===== src/rtl/aes_pkg.sv =====
// Shared AES constants and the key-expansion controller state encoding.
package aes_pkg;

  localparam int BYTE            = 8;
  localparam int WORD            = 32;
  localparam int KEY_BITS        = 128;
  localparam int ROUNDNUMREPBITS = 4;
  localparam int NUM_ROUNDS      = 10;

  typedef enum logic [1:0] {
    IDLE   = 2'd0,
    EMIT   = 2'd1,
    EXPAND = 2'd2,
    DONE   = 2'd3
  } kx_state_t;

endpackage


===== src/rtl/key_round_step.sv =====
// One AES-128 key-schedule step: four new words from the current four, given
// the externally computed SubWord(RotWord(w3)) and the RCON word.
module key_round_step
  import aes_pkg::*;
(
  input  logic [WORD-1:0] w0,
  input  logic [WORD-1:0] w1,
  input  logic [WORD-1:0] w2,
  input  logic [WORD-1:0] w3,
  input  logic [WORD-1:0] sub_word_out,
  input  logic [WORD-1:0] rcon_in,
  output logic [WORD-1:0] n0,
  output logic [WORD-1:0] n1,
  output logic [WORD-1:0] n2,
  output logic [WORD-1:0] n3
);

  logic [WORD-1:0] t;

  // Only the top RCON byte is meaningful; the lower bytes are forced to zero.
  assign t  = sub_word_out ^ {rcon_in[WORD-1 -: BYTE], {(WORD-BYTE){1'b0}}};
  assign n0 = w0 ^ t;
  assign n1 = n0 ^ w1;
  assign n2 = n1 ^ w2;
  assign n3 = n2 ^ w3;

endmodule


===== src/rtl/key_expansion_ctrl.sv =====
// Iterative AES-128 key expansion: emits round keys 0..10 one at a time over a
// valid/ready handshake, sharing an external S-box and RCON source.
module key_expansion_ctrl
  import aes_pkg::*;
#(
  parameter int NUM_ROUNDS = aes_pkg::NUM_ROUNDS
) (
  input  logic                       clk,
  input  logic                       rst,
  input  logic                       start,
  input  logic [KEY_BITS-1:0]        cipherKey,
  output logic [ROUNDNUMREPBITS-1:0] roundNumber,
  input  logic [WORD-1:0]            rconIn,
  output logic [WORD-1:0]            subWordIn,
  input  logic [WORD-1:0]            subWordOut,
  output logic [KEY_BITS-1:0]        roundKey,
  output logic [ROUNDNUMREPBITS-1:0] keyRound,
  output logic                       keyValid,
  input  logic                       keyReady,
  output logic                       busy,
  output logic                       done,
  output kx_state_t                  state
);

  localparam logic [ROUNDNUMREPBITS-1:0] LAST_ROUND = ROUNDNUMREPBITS'(NUM_ROUNDS);

  logic [WORD-1:0] w0, w1, w2, w3;
  logic [WORD-1:0] n0, n1, n2, n3;

  assign w0 = roundKey[KEY_BITS-1        -: WORD];
  assign w1 = roundKey[KEY_BITS-1-WORD   -: WORD];
  assign w2 = roundKey[KEY_BITS-1-2*WORD -: WORD];
  assign w3 = roundKey[WORD-1:0];

  assign subWordIn = {w3[WORD-BYTE-1:0], w3[WORD-1 -: BYTE]};

  key_round_step u_step (
    .w0           (w0),
    .w1           (w1),
    .w2           (w2),
    .w3           (w3),
    .sub_word_out (subWordOut),
    .rcon_in      (rconIn),
    .n0           (n0),
    .n1           (n1),
    .n2           (n2),
    .n3           (n3)
  );

  // Handshake: a round key transfers on any rising edge where keyValid and
  // keyReady are both 1; roundKey/keyRound hold while keyValid=1 and keyReady=0.
  // roundNumber is registered alongside the move into EXPAND so the external
  // RCON lookup sees the right index during that cycle, and reads 1 otherwise.
  always_ff @(posedge clk) begin
    if (rst) begin
      state       <= IDLE;
      roundKey    <= '0;
      keyRound    <= '0;
      roundNumber <= ROUNDNUMREPBITS'(1);
      keyValid    <= 1'b0;
      busy        <= 1'b0;
      done        <= 1'b0;
    end else begin
      case (state)
        IDLE: begin
          done <= 1'b0;
          if (start) begin
            roundKey <= cipherKey;
            keyRound <= '0;
            keyValid <= 1'b1;
            busy     <= 1'b1;
            state    <= EMIT;
          end
        end
        EMIT: begin
          if (keyReady) begin
            keyValid <= 1'b0;
            if (keyRound < LAST_ROUND) begin
              roundNumber <= keyRound + ROUNDNUMREPBITS'(1);
              state       <= EXPAND;
            end else begin
              busy  <= 1'b0;
              done  <= 1'b1;
              state <= DONE;
            end
          end
        end
        EXPAND: begin
          roundKey    <= {n0, n1, n2, n3};
          keyRound    <= keyRound + ROUNDNUMREPBITS'(1);
          roundNumber <= ROUNDNUMREPBITS'(1);
          keyValid    <= 1'b1;
          state       <= EMIT;
        end
        DONE: begin
          done  <= 1'b0;
          state <= IDLE;
        end
        default: begin
          state    <= IDLE;
          keyValid <= 1'b0;
          busy     <= 1'b0;
          done     <= 1'b0;
        end
      endcase
    end
  end

endmodule

===== config.mk =====
export PLATFORM = sky130hd
export DESIGN_NAME = key_expansion_ctrl
export DESIGN_NICKNAME = d
export VERILOG_FILES = /design/src/rtl/aes_pkg.sv /design/src/rtl/key_round_step.sv /design/src/rtl/key_expansion_ctrl.sv
export SDC_FILE = /design/constraint.sdc
export NUM_CORES = 1
export LEC_CHECK = 0
export BUFFER_PORTS_ARGS = -buffer_cell sky130_fd_sc_hd__buf_4
export CELL_PAD_IN_SITES_DETAIL_PLACEMENT = 1
export CELL_PAD_IN_SITES_GLOBAL_PLACEMENT = 1
export CORE_ASPECT_RATIO = 0.8
export CORE_MARGIN = 3
export CORE_UTILIZATION = 35
export DETAILED_ROUTE_END_ITERATION = 7
export HOLD_SLACK_MARGIN = 0.12
export PLACE_DENSITY_LB_ADDON = 0.08
export SYNTH_ARGS = -nofsm -noshare
export SYNTH_HDL_FRONTEND = slang
export SYNTH_HIERARCHICAL = 1
export SYNTH_SLANG_ARGS = --single-unit

===== constraint.sdc =====
create_clock -name clk -period 2.87 [get_ports clk]
set_input_delay 0.574 -clock clk [delete_from_list [all_inputs] [get_ports clk]]
set_output_delay 0.574 -clock clk [all_outputs]
set_load 0.05 [all_outputs]

==> insert_results.sql, run 1 <==
INSERT INTO impl_metrics (metric_group, metric, value, unit) VALUES
('outcome', 'run_status', 'completed', ''),
('floorplanning', 'ioPinCount', '369', ''),
('power_and_ir_drop', 'irDropWorstVdd', '0.000554', 'V'),
('final_layout', 'postLayoutCoreUtil', '0.494', ''),
('route', 'drcViolationCount', '0', ''),
('timing', 'relSlewSlack', '0.460', ''),
('floorplanning', 'initial_utilization', '0.363', ''),
('timing', 'max_freq', '465', 'MHz'),
('worst_setup_path', 'worst_path_dominant_cell_family', 'compound AO/OA/AOI/OAI gates', ''),
('final_layout', 'area_of_combinational_cells_with_multiple_inputs', '0.00517', 'sq mm'),
('worst_setup_path', 'cp.arrival', '2.48', 'ns'),
('timing', 'report.final.setup_viol', '0', ''),
('power_and_ir_drop', 'power-per-cell-area', '1070', 'mW/mm^2'),
('yosys', 'post_synth_num_cell_types', '35', ''),
('timing', 'final.period_utilization', '0.749', ''),
('clocking', 'tritoncts_clock_tree', 'yes', ''),
('timing', 'finalHoldViolCount', '0', ''),
('timing', 'setup_total_negative_slack', '0', 'ns'),
('clocking', 'cts.repair_timing.setup_buffer_count', '0', ''),
('final_layout', 'regArea', '0.00282', 'sq mm'),
('worst_setup_path', 'slowest_stage', 'dfxtp_1', ''),
('route', 'detail-route-antenna-nets', '0', ''),
('clocking', 'tritoncts.num_buffers', '17', ''),
('placed_design', 'gpl.final_weighted_congestion', '0.729', ''),
('floorplanning', 'die_height', '146', 'microns'),
('clocking', 'worst_setup_hold_path_clk_slew', '0.07', 'ns'),
('clocking', 'clock-sinks', '141', ''),
('hold_path', 'hold_path.class', 'in -> reg', ''),
('floorplanning', 'floorplan.rows', '50', ''),
('floorplanning', 'die_area', '0.0266', 'sq mm'),
('final_layout', 'mostFrequentLayoutCell', 'buf_4', ''),
('route', 'routed_wire_length', '25.7', 'mm'),
('power_and_ir_drop', 'power_leakage', '4.84', 'nW'),
('grt', 'grt_max_degree', '75', ''),
('yosys', 'synth.avg_cell_area', '10.1', 'sq um'),
('final_layout', 'layout_common_cells', 'buf_4 (349), dfxtp_1 (141), nor2_1 (133), mux2i_1 (129), a211oi_2 (100)', ''),
('timing', 'worst_hold_slack', '0.446', 'ns'),
('timing', 'clock-skew-final', '0.0126', 'ns'),
('placed_design', 'place.port_buffers', '344', ''),
('worst_setup_path', 'critical_path.endpoint_type', 'flop', ''),
('route', 'dr.first_iter.drc_count', '262', ''),
('final_layout', 'final_layout_size_suffix_gt1_frac', '0.429', ''),
('worst_setup_path', 'worstSetupStartpointType', 'flop', ''),
('yosys', 'synthesis.nets', '1056', ''),
('worst_setup_path', 'cp_max_fo', '74', ''),
('clocking', 'clock_tree_buffer_depth', '2', ''),
('clocking', 'post_cts_resize_count', '0', ''),
('timing', 'slew_viol_final', '0', ''),
('route', 'wl_met3', '1.75', 'mm'),
('yosys', 'synthCells', '853', ''),
('clocking', 'holdBufCountCts', '0', ''),
('floorplanning', 'design.core.area', '0.0238', 'sq mm'),
('final_layout', 'area_delta_synth_final', '36.3', '%'),
('yosys', 'synth.top_cells.by_area', 'dfxtp_1 (33%), mux2i_1 (15%), a211oi_2 (15%), xor2_1 (8.9%), xnor2_1 (8.7%)', ''),
('route', 'avgViaCountPerCell', '4.84', ''),
('route', 'wl_per_cell', '17.6', 'microns'),
('timing', 'worst_slew_pin_slew', '0.810', 'ns'),
('final_layout', 'fillerInstances', '2750', ''),
('final_layout', 'fin_nets', '1339', ''),
('route', 'vias', '7073', ''),
('route', 'dr_wl_met2', '12.6', 'mm'),
('grt', 'grt_pass1_vias', '7285', ''),
('clocking', 'worstSkewPairLatency', '0.42', 'ns'),
('grt', 'grt_util_all_layers', '0.189', ''),
('worst_setup_path', 'worstPathRequired', '3.20', 'ns'),
('yosys', 'synth.largest_area_cell', 'dfxtp_1', ''),
('grt', 'grt_antenna_before_repair', '1', ''),
('worst_setup_path', 'critPathBufInv', '2', ''),
('job', 'max_cap_violations', '0', ''),
('grt', 'overflow', '0', ''),
('route', 'drt-pass1-iter-count', '5', '');
state kept, by name (all words and copies together) (netlist names):
signal	flops
roundKey	128
keyRound	4
roundNumber	4
state	2
busy	1
done	1
keyValid	1
final timing paths:
path                            startpoint      endpoint  slack, ns  cells past startpoint
worst max register to register    state[0]  roundKey[98]       0.72                      7
worst min register to register    keyValid      keyValid       0.49                      2
worst min-delay path                 start          busy       0.45                      3
worst max-delay path              state[0]  roundKey[98]       0.72                      7
where the power goes:
group | total (mW) | internal (mW) | switching (mW)
clock network | 2.21 | 1.29 | 0.926
registers | 3.12 | 2.49 | 0.632
logic | 7.23 | 2.61 | 4.62
total | 12.6 | 6.38 | 6.18
layout make-up:
cell class	instances	area share
multi-input cells	612	0.441
flip-flops and latches	141	0.240
repair buffers	356	0.234
clock buffers	19	0.0369
well taps	312	0.0332
clock inverters	12	0.0119
inverters	8	0.00256
diodes	1	0.000213
cells in the mapped netlist:
cell / number
o21ai_0: 6
nor2_1: 133
buf_2: 21
a32oi_1: 1
o21a_1: 1
nor2b_1: 1
mux2_2: 1
ha_1: 7
a221oi_1: 1
o21ai_1: 1
clkbuf_1: 13
xor2_1: 88
nand2b_2: 1
nand3_1: 3
inv_1: 8
xnor3_2: 1
xnor2_2: 1
o32ai_1: 4
o211a_1: 1
and3b_1: 1
xnor2_1: 86
or3_1: 1
a211oi_1: 28
nand2b_1: 4
a211oi_2: 100
buf_6: 6
mux2i_1: 129
o32a_1: 1
buf_4: 52
nor3_1: 1
a21oi_1: 5
nand4_1: 1
nand2_1: 3
or2_2: 1
dfxtp_1: 141
cells by family after synthesis:
group / Yosys count / synth area share
buf+inv: 100 / 0.0745
xor+xnor: 176 / 0.181
simple gates: 150 / 0.0694
fa+ha+maj: 7 / 0.0102
mux: 130 / 0.151
flops: 141 / 0.328
compound gates: 149 / 0.186
stage by stage:
| step | instance area (sq um) | std cells | total power [mW] | setup WS [ns] |
|---|---|---|---|---|
| floorplan | 8620 | 853 | 8.81 | 0.765 |
| global placement | 11200 | 1429 | 10.3 | 0.779 |
| detailed placement | 11200 | 1429 | 10.5 | 0.724 |
| CTS | 11700 | 1460 | 12.7 | 0.707 |
| global route | 11700 | 1461 | 13.4 | 0.515 |
| finish | 11700 | 1461 | 12.6 | 0.719 |
per-layer routing:
layer	vias to the layer above	GRT usage
met5	-	0
met4	0	0.0384
met3	12	0.0558
met2	197	0.323
met1	3367	0.238
li1	3497	-
worst min-delay path: stages:
cell and delay, ns:
buf_4 0.11, nand3_1 0.07, a21oi_1 0.06
Power figures use the tool's default switching activity.
==> run 2, diff against run 1 <==
==> constraint.sdc (replaced) <==
create_clock -name clk -period 2.2 [get_ports clk]
set_input_delay 0.44 -clock clk [delete_from_list [all_inputs] [get_ports clk]]
set_output_delay 0.44 -clock clk [all_outputs]
set_load 0.05 [all_outputs]
==> run 2 against run 1 <==
  * Hold slack worse by 0.13 ns
  * Fmax up 17%
  * Clock-buffer cell count down 1
  * Via count up 2.0%
  * Largest power group unchanged
  * Critical endpoint is now roundKey[87]
  * Worst setup slack worse by 0.35 ns
  * Power up 34%
==> insert_results.sql, run 2 (same netlist as run 1, synthesis figures left out) <==
INSERT INTO impl_metrics (metric_group, metric, value, unit) VALUES
('outcome', 'run_status', 'completed', ''),
('final_layout', 'fin_nets', '1357', ''),
('grt', 'grt_util_all_layers', '0.195', ''),
('grt', 'overflow', '0', ''),
('route', 'routed_wire_length', '26.4', 'mm'),
('power_and_ir_drop', 'power-per-cell-area', '1400', 'mW/mm^2'),
('route', 'dr_wl_met2', '12.9', 'mm'),
('timing', 'max_freq', '546', 'MHz'),
('grt', 'grt_antenna_before_repair', '0', ''),
('placed_design', 'preCtsSetupSlack', '0.386', 'ns'),
('worst_setup_path', 'crit_type', 'reg -> reg', ''),
('route', 'wl_per_cell', '17.9', 'microns'),
('final_layout', 'insertedDiodeCount', '0', ''),
('floorplanning', 'die_height', '146', 'microns'),
('timing', 'report.final.setup_viol', '0', ''),
('route', 'wl_met3', '1.71', 'mm'),
('floorplanning', 'die_x', '181', 'microns'),
('final_layout', 'largest-register', 'roundKey', ''),
('job', 'max_cap_violations', '0', ''),
('clocking', 'cts_max_level', '4', ''),
('timing', 'relSlewSlack', '0.547', ''),
('timing', 'worst_slew_pin_slew', '0.680', 'ns'),
('clocking', 'tritoncts_clock_tree', 'yes', ''),
('clocking', 'worst_setup_hold_path_clk_slew', '0.06', 'ns'),
('clocking', 'tritoncts.num_buffers', '17', ''),
('timing', 'finalHoldViolCount', '0', ''),
('floorplanning', 'initial_utilization', '0.363', ''),
('power_and_ir_drop', 'irDropWorstVdd', '0.000671', 'V'),
('clocking', 'post_cts_resize_count', '0', ''),
('timing', 'setup_total_negative_slack', '0', 'ns'),
('route', 'detail-route-antenna-nets', '0', ''),
('final_layout', 'mostFrequentLayoutCell', 'buf_4', ''),
('route', 'vias', '7212', ''),
('route', 'drt-pass1-iter-count', '4', ''),
('hold_path', 'hold_path.class', 'in -> reg', ''),
('final_layout', 'layout_top_registers', 'roundKey: 128 flops, keyRound: 4 flops, roundNumber: 4 flops', ''),
('grt', 'grt_max_degree', '73', ''),
('final_layout', 'layout_common_cells', 'buf_4 (358), dfxtp_1 (141), nor2_1 (133), mux2i_1 (129), a211oi_2 (100)', ''),
('timing', 'period_needed', '1.83', 'ns'),
('timing', 'smallest_setup_slack_after_layout', '0.369', 'ns'),
('worst_setup_path', 'worstPathRequired', '2.52', 'ns'),
('final_layout', 'postLayoutCoreUtil', '0.505', ''),
('clocking', 'cts.repair_timing.setup_buffer_count', '0', ''),
('final_layout', 'final_layout_size_suffix_gt1_frac', '0.438', ''),
('worst_setup_path', 'critical_path.endpoint_type', 'flop', ''),
('placed_design', 'detailedPlacementHpwl', '20.3', 'mm'),
('timing', 'clock-skew-final', '0.0124', 'ns'),
('power_and_ir_drop', 'power_leakage', '4.99', 'nW'),
('clocking', 'clock_tree_buffer_depth', '2', ''),
('final_layout', 'area_delta_synth_final', '39.3', '%'),
('placed_design', 'gpl.final_weighted_congestion', '0.764', ''),
('floorplanning', 'die_area', '0.0266', 'sq mm'),
('route', 'top_layer_used_by_detailed_routing', 'met4', ''),
('clocking', 'holdBufCountCts', '0', ''),
('floorplanning', 'design.core.area', '0.0238', 'sq mm'),
('clocking', 'cts.root.buffer_cell', 'clkbuf_16', ''),
('timing', 'final.period_utilization', '0.832', ''),
('timing', 'slew_viol_final', '0', ''),
('grt', 'grt_first_pass_wirelength', '41.7', 'mm'),
('clocking', 'clock-sinks', '141', ''),
('worst_setup_path', 'cp.arrival', '2.15', 'ns'),
('route', 'dr.first_iter.drc_count', '199', ''),
('route', 'wl_met1', '11.4', 'mm'),
('placed_design', 'postPlaceCellArea', '0.0114', 'sq mm'),
('floorplanning', 'floorplan.rows', '50', ''),
('route', 'avgViaCountPerCell', '4.89', ''),
('clocking', 'worstSkewPairLatency', '0.42', 'ns'),
('final_layout', 'largest_register_ff_count', '128', ''),
('placed_design', 'place.port_buffers', '344', ''),
('final_layout', 'finish.instance_area', '0.0120', 'sq mm'),
('route', 'drcViolationCount', '0', ''),
('timing', 'unrepaired_setup_endpoints_after_global_routing', 'false', ''),
('worst_setup_path', 'worstSetupStartpointType', 'flop', ''),
('floorplanning', 'ioPinCount', '369', ''),
('grt', 'grt_pass1_vias', '7502', ''),
('worst_setup_path', 'cp_max_fo', '27', '');
-- run 2: final cells by class --
cell class	count	area, sq um
fill	2720	11800
multi-input combinational	612	5170
timing repair buffer	374	3000
sequential	141	2820
clock buffer	18	439
tap	312	390
clock inverter	11	146
inverter	8	30.0
-- run 2: worst max-delay path, stage by stage, from the launching register on --
cell and delay (ns):
dfxtp_1 0.33, inv_1 0.09, ha_1 0.29, nand2b_2 0.11
o21a_4 0.19, buf_12 0.22, buf_12 0.17, nor2_1 0.06
a211oi_1 0.25
-- run 2: path summary, 6_finish.rpt --
kind | cells past startpoint | end | start | slack (ns)
max | 8 | roundKey[87] | state[0] | 0.37
min | 3 | busy | start | 0.31
max reg2reg | 8 | roundKey[87] | state[0] | 0.37
min reg2reg | 2 | roundNumber[1] | roundNumber[1] | 0.48
-- run 2: metrics by stage --
| stage | instances | hold slack (ns) | power (mW) |
|---|---|---|---|
| 2_1_floorplan | 853 | 0.602 | 11.5 |
| 3_3_place_gp | 1447 | 0.465 | 13.8 |
| 3_5_place_dp | 1447 | 0.470 | 14.0 |
| 4_1_cts | 1476 | 0.292 | 17.0 |
| 5_1_grt | 1476 | 0.303 | 17.8 |
| 6_report | 1476 | 0.313 | 16.8 |
-- run 2: layer usage --
metal  GRT usage  up-vias
li1            -     3525
met1       0.242     3451
met2       0.333      211
met3      0.0550       25
met4      0.0548        0
met5           0        -
-- run 2: power breakdown --
part / total [mW] / internal, mW / switching (mW)
Clock: 2.93 / 1.79 / 1.14
Sequential: 4.07 / 3.24 / 0.829
Combinational: 9.78 / 3.65 / 6.14
